**src/rtl/mem_access_arbiter.sv**
```systemverilog
// rtl/mem_access_arbiter.sv - round-robin two-port access controller for the 8x8 memory array
module mem_access_arbiter #(
  parameter int ADDR_W = 3,
  parameter int DATA_W = 8
) (
  input  logic              i_clk,
  input  logic              i_rst,
  input  logic              a_req,
  input  logic              a_op,
  input  logic [ADDR_W-1:0] a_adr,
  input  logic [DATA_W-1:0] a_wdata,
  output logic              a_ack,
  input  logic              b_req,
  input  logic              b_op,
  input  logic [ADDR_W-1:0] b_adr,
  input  logic [DATA_W-1:0] b_wdata,
  output logic              b_ack,
  output logic [DATA_W-1:0] rdata,
  output logic              busy,
  output logic [ADDR_W-1:0] mem_adr,
  output logic [DATA_W-1:0] mem_wdata,
  output logic              mem_op,
  output logic              mem_select,
  input  logic [DATA_W-1:0] mem_rdata
);

  typedef enum logic [1:0] {IDLE, SETUP, STROBE, RESP} state_t;

  state_t state;
  logic   last_b;
  logic   winner_b;
  logic   grant_b;

  // B wins when it is alone, or on a tie when A was the last one served
  assign grant_b = b_req & (~a_req | ~last_b);

  always_ff @(posedge i_clk or posedge i_rst) begin
    if (i_rst) begin
      state      <= IDLE;
      last_b     <= 1'b1;
      winner_b   <= 1'b0;
      a_ack      <= 1'b0;
      b_ack      <= 1'b0;
      busy       <= 1'b0;
      mem_select <= 1'b0;
      rdata      <= '0;
      mem_adr    <= '0;
      mem_wdata  <= '0;
      mem_op     <= 1'b0;
    end else begin
      case (state)
        IDLE: begin
          if (a_req | b_req) begin
            winner_b  <= grant_b;
            mem_op    <= grant_b ? b_op    : a_op;
            mem_adr   <= grant_b ? b_adr   : a_adr;
            mem_wdata <= grant_b ? b_wdata : a_wdata;
            busy      <= 1'b1;
            state     <= SETUP;
          end
        end
        SETUP: begin
          mem_select <= 1'b1;
          state      <= STROBE;
        end
        STROBE: begin
          mem_select <= 1'b0;
          if (!mem_op)
            rdata <= mem_rdata;
          a_ack <= ~winner_b;
          b_ack <= winner_b;
          state <= RESP;
        end
        RESP: begin
          a_ack  <= 1'b0;
          b_ack  <= 1'b0;
          last_b <= winner_b;
          busy   <= 1'b0;
          state  <= IDLE;
        end
        default: state <= IDLE;
      endcase
    end
  end

endmodule

```
**config.mk**
```make
export PLATFORM = sky130hd
export DESIGN_NAME = mem_access_arbiter
export DESIGN_NICKNAME = d
export VERILOG_FILES = /design/src/rtl/mem_access_arbiter.sv
export SDC_FILE = /design/constraint.sdc
export NUM_CORES = 1
export LEC_CHECK = 0
export CELL_PAD_IN_SITES_DETAIL_PLACEMENT = 0
export CELL_PAD_IN_SITES_GLOBAL_PLACEMENT = 1
export CORE_MARGIN = 2
export CORE_UTILIZATION = 33
export CTS_CLUSTER_DIAMETER = 30
export DETAILED_ROUTE_END_ITERATION = 12
export GPL_ROUTABILITY_DRIVEN = 0
export GPL_TIMING_DRIVEN = 0
export PLACE_DENSITY_LB_ADDON = 0.1
export SYNTH_ARGS = -nofsm -noshare
export SYNTH_HDL_FRONTEND = slang
export SYNTH_SLANG_ARGS = --single-unit
```
**constraint.sdc**
```tcl
create_clock -name i_clk -period 3.1 [get_ports i_clk]
set_clock_uncertainty 0.2 [all_clocks]
set_input_delay 0.62 -clock i_clk [delete_from_list [all_inputs] [get_ports i_clk]]
set_output_delay 0.62 -clock i_clk [all_outputs]
set_load 0.1 [all_outputs]
```
==> results of run 1 <==
through the flow:
step | utilization | cell area [um2] | instances
detailed placement | 0.5032 | 1998 | 227
global route | 0.5170 | 2053 | 231
CTS | 0.5170 | 2053 | 231
global placement | 0.5032 | 1998 | 227
floorplan | - | 1345 | 118
finish | 0.5170 | 2053 | 231
per-layer routing:
layer,share of wire,global-route usage,up-vias
li1,-,-,523
met1,0.44,0.1679,490
met2,0.49,0.2684,35
met3,0.059,0.02632,4
met4,0.013,0.05250,0
met5,0,0,-
area by class of cell:
type / count / share of cell area
buffer: 5 / 0.02255
clock buffer: 4 / 0.02681
inverter: 3 / 0.005484
multi-input combinational: 82 / 0.2852
sequential: 28 / 0.3419
tap: 50 / 0.03047
timing repair buffer: 59 / 0.2876
state kept, by name (all words and copies together), names as in the netlist:
register    flops
a_ack           1
b_ack           1
busy            1
last_b          1
mem_adr         3
mem_op          1
mem_select      1
mem_wdata       8
rdata           8
state           2
winner_b        1
layout by cell type (no fill, tap or decap), drive strengths merged, types with 2 or more instances in the layout:
| cell type | synthesis | layout |
|---|---|---|
| nand2 | 13 | 13 |
| mux2 | 10 | 10 |
| inv | 3 | 3 |
| nor2 | 16 | 16 |
| o21ai | 2 | 2 |
| ha | 5 | 5 |
| buf | 5 | 5 |
| o31ai | 2 | 2 |
| clkdlybuf4s50 | 0 | 59 |
| dfrtp | 27 | 27 |
| clkbuf | 0 | 4 |
| a21oi | 26 | 26 |
worst max path at each step:
stage / cells past startpoint / to / slack (ns) / startpoint
4_1_cts: 1 / mem_op / 0.46 / mem_op
5_1_grt: 1 / mem_op / 0.43 / mem_op
3_3_place_gp: 1 / mem_op / 0.78 / mem_op
2_1_floorplan: 3 / rdata[0] / 1.27 / mem_op
3_5_place_dp: 1 / mem_op / 0.77 / mem_op
6_report: 1 / mem_op / 0.47 / mem_op
cell families (layout without fill, tap and decap cells):
family,after synthesis,after routing,synth area share
buffers and inverters,8,71,0.04278
muxes,11,11,0.09116
AOI/OAI and AO/OA,34,34,0.1991
adders and majority gates,5,5,0.04651
DFF,28,28,0.5219
and+or+nand+nor,32,32,0.09861
==> results by group, run 1 <==
Synthesis
  • Ys async rst share: 1.000
  • Cell taking the most area after synthesis: dfrtp_1
  • FF+latch count, synth: 28
  • EDFF count, synth: 0
  • Yosys top cell area share: 0.5023
  • Yosys warns: 0
  • Mapped Nets: 159
  • Top area cells in the synthesized netlist: dfrtp_1 50%, a21oi_2 12%, mux2_1 7.5%
  • Commonest cells in the synthesized netlist: 27 x dfrtp_1, 18 x a21oi_2, 16 x nor2_1
  • Mean post-synth cell area: 11.40 um2
  • Synth unique cells: 25
  • Synth Flop Type: dfrtp_1
  • Register area share after synthesis: 0.5219
  • Synthesized netlist cell count: 118
  • Mapped cell area: 1345 um2
  • Count leader, synth: dfrtp_1

Clock tree
  • Setup Buffers After CTS: 0
  • Bufs on Longest Clock Path: 2
  • Htree depth: 1
  • Post-CTS Resized: 0
  • Hold Buf Count CTS: 0
  • CTS sink count: 28
  • Worst-path clk slew: 0.10 ns
  • Inserted Clock Buffers: 3
  • Clock latency on the worst-skew pair: 0.28 ns
  • CTS root buf: clkbuf_8
  • CTS tree: built

Worst setup path
  • Type of origin of the critical path: flop
  • Slowest CP cell: clkdlybuf4s50_1
  • R2R Path End: rdata[4]
  • Crit path max fanout: 3
  • Worst r2r src: state[0]
  • Reg2reg setup slack: 1.29 ns
  • Crit path DAT: 1.81 ns
  • CP Class: reg -> out
  • CP cell instances: clkdlybuf4s50_1
  • Worst-case reg-to-reg path depth: 5
  • Worst path max stage delay: 1.14 ns
  • Crit path buffers/inverters: 1
  • Crit end category: output pin
  • CP top delay family: buffers and inverters
  • Crit path required time: 2.28 ns

Detailed routing
  • DR WL/cell: 13.48 um
  • Post-Route WL: 3.113 mm
  • Post-DRT Antenna Nets: 0
  • Vias per cell: 4.554
  • Initial DRC count: 43
  • DRC: 0
  • Vias post-DR: 1052
  • Drt pass-1 iters: 4

Timing
  • Pins Over Slew Limit: 0
  • Sum Neg Setup Slack: 0 ns
  • # setup viols final: 0
  • Worst slew pin tran: 1.068 ns
  • Final Hold Slack: 0.2910 ns
  • Worst slew margin: 0.2871
  • Final Critical Period: 2.625 ns
  • Period utilization: 0.8469
  • RSZ-0062 raised after global routing: false
  • F_max: 0.3809 GHz
  • Endpoints failing hold: 0
  • Fin worst setup slack: 0.4747 ns

Die
  • DIE AREA: 4602 um2
  • Area of the core: 3971 um2
  • Initial Util: 0.3387
  • Die width: 67.84 um
  • Die Height: 67.84 um
  • Cell Rows: 23
  • I/O pins: 60

Placement
  • Hpwl dp: 2.360 mm
  • Pre-CTS setup slack: 0.7747 ns
  • IO Port Bufs: 59

Global routing
  • Total GRT Usage: 0.1457
  • Vias in the first global route: 1124
  • Largest net degree at the start of global routing: 29
  • First-pass GRT wire length: 5.009 mm
  • Gr ovfl total: 0
  • Initial antenna violation count: 0

Layout
  • Multi-input logic area: 585.6 um2
  • # diodes: 0
  • Register area: 701.9 um2
  • P&R area growth vs syn: 52.65%
  • Fill cell count: 363
  • Fraction of layout cells with a size suffix above 1: 0.1713
  • Nets: 223

Flow run
  • Max capacitance violation total: 0

Worst hold path
  • Hold path start: rdata[7]
  • Worst Hold Depth: 1
  • Worst min-delay path class: reg -> reg
  • Hold Path Sink: rdata[7]

Status
  • Status: complete, no violations
Power of run 1 is left out: the tool's default activity adds up to more than one toggle a clock period on the data nets, which glitch-free logic cannot reach.
==> run 2: changes to the inputs <==
--- a/config.mk
+++ b/config.mk
@@ -8,7 +8,7 @@
 export CELL_PAD_IN_SITES_DETAIL_PLACEMENT = 0
 export CELL_PAD_IN_SITES_GLOBAL_PLACEMENT = 1
 export CORE_MARGIN = 2
-export CORE_UTILIZATION = 33
+export CORE_UTILIZATION = 28
 export CTS_CLUSTER_DIAMETER = 30
 export DETAILED_ROUTE_END_ITERATION = 12
 export GPL_ROUTABILITY_DRIVEN = 0
==> constraint.sdc (replaced) <==
create_clock -name i_clk -period 2.4 [get_ports i_clk]
set_clock_uncertainty 0.2 [all_clocks]
set_input_delay 0.48 -clock i_clk [delete_from_list [all_inputs] [get_ports i_clk]]
set_output_delay 0.48 -clock i_clk [all_outputs]
set_load 0.1 [all_outputs]
==> results by group, run 2 (same netlist as run 1, synthesis figures left out) <==
Layout
  • Regs by FF count: mem_wdata x8, rdata x8, mem_adr x3
  • Fin util: 0.4323
  • Fraction of layout cells with a size suffix above 1: 0.1713
  • Commonest non-fill, non-tap cell in the layout: clkdlybuf4s50_1
  • # diodes: 0
  • P&R area growth vs syn: 50.79%
  • Nets: 223
  • Commonest non-fill, non-tap cells in the layout: 35 x clkdlybuf4s50_1, 27 x dfrtp_1, 24 x dlygate4sd2_1
  • Fill cell count: 478

Die
  • I/O pins: 60
  • Cell Rows: 25
  • Initial Util: 0.2867
  • Area of the core: 4692 um2
  • Die Height: 73.31 um
  • Die width: 73.31 um
  • DIE AREA: 5374 um2

Clock tree
  • Htree depth: 1
  • CTS tree: built
  • Setup Buffers After CTS: 0
  • Worst-path clk slew: 0.09 ns
  • Clock latency on the worst-skew pair: 0.27 ns
  • CTS sink count: 28
  • CTS root buf: clkbuf_8
  • Inserted Clock Buffers: 3
  • Bufs on Longest Clock Path: 2

Worst setup path
  • CP Class: reg -> out
  • Crit path buffers/inverters: 1
  • Type of origin of the critical path: flop
  • CP cell instances: dlygate4sd2_1
  • Crit end category: output pin
  • CP top delay family: buffers and inverters
  • Crit path DAT: 1.53 ns
  • Worst path max stage delay: 0.88 ns
  • Crit path required time: 1.72 ns
  • Slowest CP cell: dlygate4sd2_1
  • Crit path max fanout: 3

Global routing
  • Gr ovfl total: 0
  • Total GRT Usage: 0.1251
  • Largest net degree at the start of global routing: 29
  • Vias in the first global route: 1139
  • First-pass GRT wire length: 5.223 mm
  • Initial antenna violation count: 0

Detailed routing
  • Drt pass-1 iters: 4
  • Vias post-DR: 1099
  • Initial DRC count: 35
  • Vias per cell: 4.677
  • Post-DRT Antenna Nets: 0
  • Post-Route WL: 3.122 mm
  • DRC: 0
  • DR WL/cell: 13.29 um

Placement
  • Hpwl dp: 2.313 mm
  • IO Port Bufs: 59
  • Pre-CTS setup slack: 0.2012 ns

Timing
  • Worst slew pin tran: 1.094 ns
  • Endpoints failing hold: 0
  • Worst slew margin: 0.2698
  • # setup viols final: 0
  • Fin worst setup slack: 0.1915 ns
  • Final Hold Slack: 0.2868 ns
  • RSZ-0062 raised after global routing: false
  • Sum Neg Setup Slack: 0 ns
  • F_max: 0.4528 GHz
  • Pins Over Slew Limit: 0
  • Period utilization: 0.9202
  • Final Critical Period: 2.209 ns

Status
  • Status: complete, no violations

Flow run
  • Max capacitance violation total: 0

Worst hold path
  • Worst min-delay path class: reg -> reg
-- run 2: cell type report --
class,instances,area [um2],share of cell area
clock buffers,4,55.05,0.02714
inverters,3,11.26,0.005552
well taps,54,67.56,0.03331
flip-flops and latches,28,701.9,0.3461
repair buffers,59,560.5,0.2764
plain buffers,5,46.29,0.02283
multi-input cells,82,585.6,0.2887
-- run 2: final timing paths --
check                               from            to  slack, ns  cells after the start
worst max-delay path              mem_op        mem_op       0.19                      1
worst min-delay path            rdata[3]      rdata[3]       0.29                      1
worst max register to register  state[0]      state[1]       0.53                      4
worst min register to register  rdata[3]      rdata[3]       0.29                      1
max in group asynchronous          i_rst  mem_wdata[5]       0.76                      2
min in group asynchronous          i_rst      rdata[4]       0.59                      2
-- run 2: layer usage --
layer | up-vias | track usage | part of all wire
li1 | 526 | - | -
met1 | 529 | 0.1548 | 0.44
met2 | 42 | 0.2182 | 0.49
met3 | 2 | 0.02606 | 0.065
met4 | 0 | 0.03838 | 0.0042
met5 | - | 0 | 0
-- run 2: timing repair --
action / in CTS / in global routing
endpoints found under the setup margin: 24 / 0
gates resized for setup: 24 / 0
hold buffers: 0 / 0
-- run 2: stage by stage --
| step | std cells | cell area (um2) |
|---|---|---|
| 6_report | 235 | 2028 |
| 5_1_grt | 235 | 2028 |
| 4_1_cts | 235 | 2028 |
| 3_5_place_dp | 231 | 2003 |
| 3_3_place_gp | 231 | 2003 |
| 2_1_floorplan | 118 | 1345 |
Power of run 2 is left out for the same reason.
==> run 3: changes to the inputs <==
--- a/config.mk
+++ b/config.mk
@@ -14,6 +14,7 @@
 export GPL_ROUTABILITY_DRIVEN = 0
 export GPL_TIMING_DRIVEN = 0
 export PLACE_DENSITY_LB_ADDON = 0.1
+export RECOVER_POWER = 25
 export SYNTH_ARGS = -nofsm -noshare
 export SYNTH_HDL_FRONTEND = slang
 export SYNTH_SLANG_ARGS = --single-unit
==> constraint.sdc (replaced) <==
create_clock -name i_clk -period 2.4 [get_ports i_clk]
set_clock_uncertainty 0.2 [all_clocks]
set_input_delay 0.36 -clock i_clk [delete_from_list [all_inputs] [get_ports i_clk]]
set_output_delay 0.36 -clock i_clk [all_outputs]
set_load 0.1 [all_outputs]
==> results by group, run 3 (same netlist as run 1, synthesis figures left out) <==
Detailed routing
  • DR WL/cell: 13.32 um
  • Post-DRT Antenna Nets: 0
  • DRC: 0
  • Vias per cell: 4.681
  • Drt pass-1 iters: 4
  • Post-Route WL: 3.131 mm
  • Vias post-DR: 1100
  • Initial DRC count: 36

Global routing
  • First-pass GRT wire length: 5.175 mm
  • Total GRT Usage: 0.1239
  • Vias in the first global route: 1138
  • Gr ovfl total: 0
  • Largest net degree at the start of global routing: 29
  • Initial antenna violation count: 0

Worst hold path
  • Worst Hold Depth: 1
  • Hold Path Sink: rdata[3]
  • Worst min-delay path class: reg -> reg
  • Hold path start: rdata[3]

Timing
  • F_max: 0.4252 GHz
  • Final Critical Period: 2.352 ns
  • Worst slew margin: 0.2691
  • RSZ-0062 raised after global routing: false
  • Period utilization: 0.9800
  • Worst slew pin tran: 1.095 ns
  • # setup viols final: 0
  • Pins Over Slew Limit: 0
  • Endpoints failing hold: 0
  • Sum Neg Setup Slack: 0 ns

Layout
  • Fill cell count: 467
  • Regs by FF count: mem_wdata x8, rdata x8, mem_adr x3
  • Commonest non-fill, non-tap cell in the layout: clkdlybuf4s50_1
  • Fraction of layout cells with a size suffix above 1: 0.1713
  • # diodes: 0
  • P&R area growth vs syn: 53.21%
  • Nets: 223
  • Commonest non-fill, non-tap cells in the layout: 57 x clkdlybuf4s50_1, 27 x dfrtp_1, 18 x a21oi_2

Worst setup path
  • Reg2reg setup slack: 0.53 ns
  • Slowest CP cell: clkdlybuf4s50_1
  • R2R Path End: state[1]
  • Worst path max stage delay: 1.14 ns
  • Type of origin of the critical path: flop
  • Crit path max fanout: 2
  • Crit path buffers/inverters: 1
  • Worst r2r src: state[0]
  • Crit end category: output pin
  • CP cell instances: clkdlybuf4s50_1
  • Worst-case reg-to-reg path depth: 4
  • CP Class: reg -> out
  • CP top delay family: buffers and inverters
  • Crit path DAT: 1.79 ns
  • Crit path required time: 1.84 ns

Status
  • Status: complete, no violations

Die
  • Area of the core: 4692 um2
  • Initial Util: 0.2867
  • DIE AREA: 5374 um2
  • I/O pins: 60
  • Cell Rows: 25
  • Die width: 73.31 um
  • Die Height: 73.31 um

Clock tree
  • Worst-path clk slew: 0.10 ns
  • Clock latency on the worst-skew pair: 0.27 ns
  • Inserted Clock Buffers: 3
  • Post-CTS Resized: 0
  • CTS tree: built
  • Bufs on Longest Clock Path: 2
  • Hold Buf Count CTS: 0
  • Htree depth: 1
  • CTS root buf: clkbuf_8
  • Setup Buffers After CTS: 0
  • CTS sink count: 28

Placement
  • Hpwl dp: 2.313 mm
  • IO Port Bufs: 59

Flow run
  • Max capacitance violation total: 0
## run 3: how the worst max path moves through the flow
stage	cells after the start	slack, ns	endpoint	startpoint
after CTS	1	0.008	mem_op	mem_op
after global placement	1	0.33	mem_op	mem_op
final	1	0.05	b_ack	b_ack
after detailed placement	1	0.32	mem_op	mem_op
after global routing	1	0.0004	mem_wdata[4]	mem_wdata[4]
after floorplan	3	0.57	rdata[0]	mem_op
## run 3: cell type report
class / instances / area, um2 / area share
Buffer: 5 / 46.29 / 0.02247
Clock buffer: 4 / 55.05 / 0.02672
Inverter: 3 / 11.26 / 0.005464
Multi-Input combinational cell: 82 / 585.6 / 0.2842
Sequential cell: 28 / 701.9 / 0.3406
Tap cell: 54 / 67.56 / 0.03279
Timing Repair Buffer: 59 / 593.1 / 0.2878
## run 3: stage by stage
| step | utilization | setup WS [ns] | hold slack [ns] | instance area [um2] | instances |
|---|---|---|---|---|---|
| global route | 0.4392 | 0.0003630 | 0.3176 | 2061 | 235 |
| floorplan | - | 0.5713 | 0.2247 | 1345 | 118 |
| global placement | 0.4269 | 0.3266 | 0.2672 | 2003 | 231 |
| finish | 0.4392 | 0.04798 | 0.2918 | 2061 | 235 |
| CTS | 0.4387 | 0.007857 | 0.3016 | 2058 | 235 |
| detailed placement | 0.4269 | 0.3212 | 0.2783 | 2003 | 231 |
## run 3: metal layers
metal / routed length [um] / global-route usage / vias up
met5: 0 / 0 / -
met4: 13 / 0.03838 / 0
met3: 195 / 0.02606 / 2
met2: 1546 / 0.2142 / 40
met1: 1375 / 0.1548 / 532
li1: - / - / 526
## run 3: worst reg2reg max path: cells and delay by family, from the launching register on
family | cells | cell delay, ns
multiplexers | 1 | 0.37
buffers and inverters | 1 | 0.13
adder cells (fa/ha/maj) | 1 | 0.26
flip-flops | 1 | 0.42
AND/OR/NAND/NOR | 1 | 0.38
Power of run 3 is left out for the same reason.
